$ cat src/rtl/host_seq_pkg.sv
// Shared types and widths for the host_seq program-load / run / result-drain sequencer.
package host_seq_pkg;

    localparam int IADDR_W = 8;
    localparam int INSTR_W = 9;
    localparam int DATA_W  = 8;
    localparam int CNT_W   = 16;

    typedef enum logic [1:0] {
        ST_IDLE  = 2'd0,
        ST_START = 2'd1,
        ST_RUN   = 2'd2,
        ST_DRAIN = 2'd3
    } state_t;

    localparam logic [CNT_W-1:0] CNT_MAX = {CNT_W{1'b1}};

endpackage

$ cat src/rtl/host_seq.sv
// Host-side sequencer: streams a program into instruction memory, kicks the core, times the run,
// then streams RES_LEN result bytes back. Optional run watchdog under HOST_SEQ_TIMEOUT_EN.
//
// state    | meaning
// ---------+------------------------------------------------------------
// ST_IDLE  | accepting instruction words into imem, wr_ptr advancing
// ST_START | one-cycle start pulse to the core, run counters cleared
// ST_RUN   | core executing; cycle_count runs until done (or watchdog)
// ST_DRAIN | results at RES_BASE+rd_idx offered to the host
module host_seq
    import host_seq_pkg::*;
#(
    parameter logic [IADDR_W-1:0] RES_BASE = 8'd64,
    parameter logic [IADDR_W-1:0] RES_LEN  = 8'd8,
    parameter logic [CNT_W-1:0]   TIMEOUT  = 16'd4096
) (
    input  logic               clk,
    input  logic               reset,
    input  logic               load_valid,
    input  logic [INSTR_W-1:0] load_data,
    input  logic               load_last,
    output logic               load_ready,
    output logic               imem_we,
    output logic [IADDR_W-1:0] imem_addr,
    output logic [INSTR_W-1:0] imem_wdata,
    output logic               start,
    input  logic               done,
    output logic [IADDR_W-1:0] dmem_raddr,
    input  logic [DATA_W-1:0]  dmem_rdata,
    output logic               res_valid,
    output logic [DATA_W-1:0]  res_data,
    input  logic               res_ready,
    output logic               busy,
    output logic [CNT_W-1:0]   cycle_count,
    output logic               timeout
);

    state_t             state;
    logic [IADDR_W-1:0] wr_ptr;
    logic [IADDR_W-1:0] rd_idx;
    logic               timeout_r;
    logic               beat;
    logic               last_result;

    // Write port is a pure pass-through of the accepted beat; reset gates it so a
    // word offered during reset never lands in memory.
    assign beat        = load_valid && load_ready && !reset;
    assign imem_we     = beat;
    assign imem_addr   = wr_ptr;
    assign imem_wdata  = load_data;

    assign dmem_raddr  = RES_BASE + rd_idx;
    assign res_data    = dmem_rdata;
    assign last_result = (rd_idx == RES_LEN - 8'd1);

`ifdef HOST_SEQ_TIMEOUT_EN
    logic run_expired;
    assign run_expired = (cycle_count == TIMEOUT - 16'd1);
    assign timeout     = timeout_r;
`else
    logic unused_timeout;
    assign unused_timeout = ^{TIMEOUT, timeout_r};
    assign timeout        = 1'b0;
`endif

    always_ff @(posedge clk or posedge reset) begin
        if (reset) begin
            state       <= ST_IDLE;
            wr_ptr      <= '0;
            rd_idx      <= '0;
            cycle_count <= '0;
            timeout_r   <= 1'b0;
            start       <= 1'b0;
            res_valid   <= 1'b0;
            load_ready  <= 1'b1;
            busy        <= 1'b0;
        end else begin
            start <= 1'b0;
            case (state)
                ST_IDLE: begin
                    if (load_valid) begin
                        wr_ptr <= wr_ptr + 8'd1;
                        if (load_last) begin
                            state      <= ST_START;
                            start      <= 1'b1;
                            load_ready <= 1'b0;
                            busy       <= 1'b1;
                        end
                    end
                end

                ST_START: begin
                    cycle_count <= '0;
                    timeout_r   <= 1'b0;
                    state       <= ST_RUN;
                end

                ST_RUN: begin
                    if (cycle_count != CNT_MAX) begin
                        cycle_count <= cycle_count + 16'd1;
                    end
                    if (done) begin
                        if (RES_LEN == 8'd0) begin
                            state      <= ST_IDLE;
                            wr_ptr     <= '0;
                            load_ready <= 1'b1;
                            busy       <= 1'b0;
                        end else begin
                            state     <= ST_DRAIN;
                            rd_idx    <= '0;
                            res_valid <= 1'b1;
                        end
                    end
`ifdef HOST_SEQ_TIMEOUT_EN
                    else if (run_expired) begin
                        // Watchdog abandons the program; results are not trusted so DRAIN is skipped.
                        state      <= ST_IDLE;
                        timeout_r  <= 1'b1;
                        wr_ptr     <= '0;
                        load_ready <= 1'b1;
                        busy       <= 1'b0;
                    end
`endif
                end

                ST_DRAIN: begin
                    if (res_ready) begin
                        rd_idx <= rd_idx + 8'd1;
                        if (last_result) begin
                            state      <= ST_IDLE;
                            wr_ptr     <= '0;
                            res_valid  <= 1'b0;
                            load_ready <= 1'b1;
                            busy       <= 1'b0;
                        end
                    end
                end

                default: begin
                    state      <= ST_IDLE;
                    res_valid  <= 1'b0;
                    load_ready <= 1'b1;
                    busy       <= 1'b0;
                end
            endcase
        end
    end

endmodule

$ cat config.mk
export PLATFORM = sky130hd
export DESIGN_NAME = host_seq
export DESIGN_NICKNAME = d
export VERILOG_FILES = /design/src/rtl/host_seq_pkg.sv /design/src/rtl/host_seq.sv
export SDC_FILE = /design/constraint.sdc
export NUM_CORES = 1
export LEC_CHECK = 0
export ABC_AREA = 1
export CORE_MARGIN = 2
export CORE_UTILIZATION = 40
export DETAILED_ROUTE_END_ITERATION = 7
export PLACE_DENSITY = 0.71
export SLEW_MARGIN = 0
export SYNTH_ARGS = -nofsm -noshare
export SYNTH_HDL_FRONTEND = slang
export SYNTH_SLANG_ARGS = --single-unit
$ cat constraint.sdc
create_clock -name clk -period 2.2 [get_ports clk]
set_input_delay 0.66 -clock clk [delete_from_list [all_inputs] [get_ports clk]]
set_output_delay 0.66 -clock clk [all_outputs]
set_load 0.01 [all_outputs]
After elaboration in Yosys (flattened, before gate mapping):

Index checks and enable logic that the tools add are counted.

* bits in registers: 38
* latch bits: 0
* RAM bits: 0
* bits in read-only memories: 0
* input bits: 23
* output and inout bits: 55
* word-level logic and storage cells: 66
* memories: 0

* add/sub/neg operators: 4
* multipliers: 0
* divide/modulo/power cells: 0
* order comparisons: 0
* equality and inequality tests: 11
* shifts and indexed selects: 0
* multiplexer cells: 30
* bitwise operators: 0
* reduce and logical (&&, ||, !) cells: 13

Operator list (count)
* $mux W8: 5
* $pmux W16 S2: 1
* $pmux W8 S2: 2
* $add A16 B1 Y16 const B: 1
* $add A8 B1 Y8 const B: 2
* $mux W16: 1
* $ne A16 B16 Y1 const B: 1
* $mux W1: 12
* $ne A2 B2 Y1 const B: 6
* $mux W2: 5
* $reduce_and A5 Y1: 2
* $add A7 B8 Y8 const A: 1
* $eq A8 B3 Y1 const B: 1
* $pmux W2 S4: 1
* $reduce_and A4 Y1: 2
* $pmux W1 S2: 3
* $reduce_bool A2 Y1: 3
* $eq A2 B2 Y1 const B: 2
* $reduce_and A3 Y1: 1
* $eq A2 B1 Y1 const B: 1
* $logic_and A1 B1 Y1: 2
* $logic_not A2 Y1: 1
* $reduce_and A2 Y1: 1
* $logic_not A1 Y1: 1

Longest topological paths before layout:

* depth after elaboration: 4
* mapped depth: 11
* gate-level depth less buffers: 10

Worst setup path before layout:

OpenSTA, ideal clock, no wires.

* path type: register to register
* from: reg state[0]
* to: reg wr_ptr[5] (netlist: imem_addr[5])
* library setup time: 0.127 ns
* arrival: 1.484 ns
* data required time: 2.073 ns
* setup slack: 0.589 ns
* stages on the path, launching flop included: 12
* path buffers: 2
* clock period less this slack: 1.611 ns
* cells stage by stage: dfrtp_1 ha_1 buf_4 inv_4 nor2_1 inv_1 o21ai_1 inv_1 nand3_1 buf_2 nand2_1 o21ai_0

* cells in the longest elaborated chain, start to end: 3
* elaborated cells on any way between the ends: 8
* those cells by class: eq/ne (4); mux (1); reduce/logical (3)

Ends and longest elaborated chain
* start: declaration: RTL line host_seq.sv:38 `state_t state;`
* start signal: assignment: RTL line host_seq.sv:68 `state <= ST_IDLE;`
* start signal: assignment: RTL line host_seq.sv:84 `state <= ST_START;`
* start signal: assignment: RTL line host_seq.sv:95 `state <= ST_RUN;`
* $eq A2 B2 Y1 or $logic_not A2 Y1 (tied branches): RTL line host_seq.sv:79 `case (state)`
* $ne A2 B2 Y1 (no source line) or $reduce_bool A2 Y1 (tied branches)
* $reduce_and A4 Y1 (no source line)
* end signal: assignment: RTL line host_seq.sv:82 `wr_ptr <= wr_ptr + 8'd1;`
* end: declaration: RTL line host_seq.sv:39 `logic [IADDR_W-1:0] wr_ptr;`

Several ways; a longest one is shown, not always the timed one.
A chain may end at the register's enable or synchronous reset.

Worst setup path after layout:

* from: in load_valid
* to: out imem_we

* cells in the longest elaborated chain, start to end: 2

Ends and longest elaborated chain
* start: declaration: RTL line host_seq.sv:19 `input logic load_valid,`
* $logic_and A1 B1 Y1 (2 in series): RTL line host_seq.sv:47 `assign beat = load_valid && load_ready && !reset;`
* end: declaration: RTL line host_seq.sv:23 `output logic imem_we,`

No other way between the ends.

==> flow_metrics.py <==
metrics = {
    "detailed_routing": {
        "drc": 0,
        "drt_wl_total_mm": 5.34,
        "wl_per_cell_um": 12.4,
        "dr_total_vias": 2162,
        "avgViaCountPerCell": 5.00,
        "drtPass1Iterations": 4,
        "first_iter_violations": 66,
        "ant_nets": 0,
    },
    "floorplan": {
        "die_y_um": 82.5,
        "dieArea_um2": 6810,
        "row_count": 28,
        "coreArea_um2": 5960,
        "start_util": 0.414,
        "die_x_um": 82.5,
        "ios": 78,
    },
    "worst_setup_path": {
        "crit_path_start_kind": "input port",
        "crit_path_start": "load_valid",
        "cpPeakStageDelay_ns": 0.48,
        "worstReg2RegStart": "state[0]$_DFFE_PP0P_",
        "cp.arrival_ns": 1.41,
        "critical_path_class": "in -> out",
        "end_kind": "primary output",
        "crit_required_ns": 1.54,
        "r2r_setup_slack_ns": 0.36,
        "rr_worst_depth": 9,
        "cp_cell_sequence": "clkdlybuf4s50_1 > nand2_1 > nor2_1 > clkbuf_2",
        "worstPathMaxFanout": 2,
        "critPathCapture": "imem_we",
        "r2r_end": "rd_idx[5]$_DFFE_PP0P_",
        "slowest_stage": "clkdlybuf4s50_1",
    },
    "synth": {
        "synth.top_cell.area_share": 0.375,
        "ys_warn_count": 0,
        "yosysSeqAreaShare": 0.386,
        "synth_common_cells": "79 x nand2_1, 37 x dfrtp_1, 32 x nor2_1",
        "syn-num-nets": 361,
        "synth_edf_count": 0,
        "synthFlopType": "dfrtp_1",
        "async_reset_ff_frac": 1.00,
        "synth_area_leaders": "dfrtp_1 38%, nand2_1 12%, buf_4 7.6%",
        "syn_avg_cell_area_um2": 7.50,
        "syn_inst": 329,
        "synth.distinct_cells": 32,
        "yosysMostFrequentCell": "nand2_1",
        "ys_ff_latch": 38,
        "post-synth-top-area-cell": "dfrtp_1",
        "syn-cell-area_um2": 2470,
    },
    "power": {
        "total_power_uw": 2820,
        "p_sw_frac": 0.384,
        "power_frac_seq": 0.331,
        "clock_power_share": 0.263,
        "pwr-share-comb": 0.406,
        "peakVddDrop_uv": 433,
        "intPower_uw": 1740,
        "p_per_area_nw_per_um2": 951,
        "p_leak_uw": 0.00130,
        "switchingPower_uw": 1080,
    },
    "global_routing": {
        "gr-total-overflow": 0,
        "grt_max_degree": 39,
        "antenna_found_initial": 0,
        "grt_pass1_wl_mm": 8.61,
        "grt_pass1_vias": 1892,
        "grt_use_total": 0.164,
    },
    "cells_and_area": {
        "drive_gt1_frac": 0.0924,
        "n_antenna_cell": 0,
        "area_growth_pct": 20.4,
        "final_area_um2": 2970,
        "num-nets-final": 388,
        "final_cells": 432,
    },
    "run_status": {
        "status": "complete, no violations",
    },
    "timing": {
        "finalSetupTns_ns": 0,
        "finalCritPeriodShare": 0.939,
        "rsz0062_at_grt": "false",
        "setup_viol": 0,
        "hold_viol": 0,
        "fin_skew_ns": 0.00404,
        "fmax_ghz": 0.484,
        "slew_violations": 0,
        "fin_crit_ns": 2.07,
    },
    "place": {
        "dp.cells": 424,
        "place.gp.congestion": 0.866,
        "port_buffers": 42,
        "dp_hpwl_mm": 3.81,
        "placed_cell_area_um2": 2830,
    },
    "clock_tree": {
        "cts_max_level": 2,
        "path_clk_slew_ns": 0.08,
        "cts_max_path_buffers": 2,
        "numCtsBuffers": 5,
        "cts_tree": "done",
        "cts_hold_buf": 0,
        "cts.sinks": 38,
        "insertion_delay_ns": 0.29,
        "cts_root_buffer": "clkbuf_8",
    },
    "run": {
        "cap_violations": 0,
    },
    "hold_path": {
        "min_path_type": "reg -> reg",
    },
}
==> cells by family after synthesis <==
group | after synthesis | synth area share
AND/OR/NAND/NOR | 173 | 0.322
flip-flops | 38 | 0.386
buffers and inverters | 62 | 0.137
AO/OA/AOI/OAI | 43 | 0.0974
XOR/XNOR | 3 | 0.0107
adder cells (fa/ha/maj) | 9 | 0.0456
other | 1 | 0.00152
==> layer usage <==
layer,vias to the layer above,GRT usage,wire length (um)
met3,4,0.0413,260
met2,56,0.275,2540
met5,-,0,0
li1,1105,-,-
met1,997,0.208,2510
met4,0,0.0525,29
==> critical path, delay by kind of cell <==
kind / cells / cell delay, ns
simple gates: 2 / 0.13
buf+inv: 2 / 0.62
==> sequential cells by signal (all words and copies together), names as in the netlist <==
| register | flops |
|---|---|
| res_valid | 1 |
| start | 1 |
| load_ready | 1 |
| rd_idx | 8 |
| imem_addr | 8 |
| busy | 1 |
| cycle_count | 16 |
| state | 2 |
==> layout make-up <==
cell class / count / area (um^2)
fillers: 603 / 2990
inverters: 33 / 126
flip-flops and latches: 38 / 952
well taps: 75 / 93.8
repair buffers: 49 / 479
multi-input cells: 229 / 1180
clock buffers: 6 / 82.6
clock inverters: 2 / 60.1
==> worst min-delay path by stage <==
| stage | from | end | slack (ns) | cells after the start |
|---|---|---|---|---|
| after floorplan | load_ready$_DFFE_PP1P_ | load_ready$_DFFE_PP1P_ | 0.48 | 2 |
| after global placement | res_valid$_DFFE_PP0P_ | res_valid$_DFFE_PP0P_ | 0.46 | 2 |
| after detailed placement | busy$_DFFE_PP0P_ | busy$_DFFE_PP0P_ | 0.47 | 2 |
| after CTS | load_ready$_DFFE_PP1P_ | load_ready$_DFFE_PP1P_ | 0.48 | 2 |
| after global routing | load_ready$_DFFE_PP1P_ | load_ready$_DFFE_PP1P_ | 0.49 | 2 |
| final | load_ready$_DFFE_PP1P_ | load_ready$_DFFE_PP1P_ | 0.47 | 2 |
==> layout by cell type, fill, tap and decap left out, types with 2 or more instances in the layout <==
cell type         n
nand2_1          79
clkdlybuf4s50_1  40
dfrtp_1          37
nor2_1           32
inv_1            31
nand3_1          31
o21ai_0          24
nand4_1           9
a21oi_1           9
ha_1              9
nor3_1            8
clkbuf_8          6
buf_4             6
o21ai_1           5
nand3_2           4
xnor2_1           2
nand2_2           2
nor2_4            2
nand2_4           2
nand3b_1          2
a31o_2            2
bufinv_16         2
==> through the flow <==
stage,hold WS [ns],worst slack [ns],util
floorplan,0.476,0.589,-
global placement,0.458,-0.253,0.476
detailed placement,0.465,-0.270,0.476
CTS,0.480,0.0190,0.500
global route,0.488,0.0442,0.499
finish,0.475,0.134,0.499
==> power groups by stage <==
stage / logic, uW / registers, uW / clock network (uW)
2_1_floorplan: 779 / 960 / 0
3_3_place_gp: 1130 / 948 / 0
3_5_place_dp: 1150 / 950 / 0
4_1_cts: 1160 / 936 / 761
5_1_grt: 1290 / 954 / 790
6_report: 1150 / 934 / 742
==> what timing repair did <==
item                                    CTS  global route
pin swaps                                 0             0
endpoints found under the setup margin    2             1
gates resized for setup                   3             1
buffers inserted                          0             0
Power figures use the tool's default switching activity.
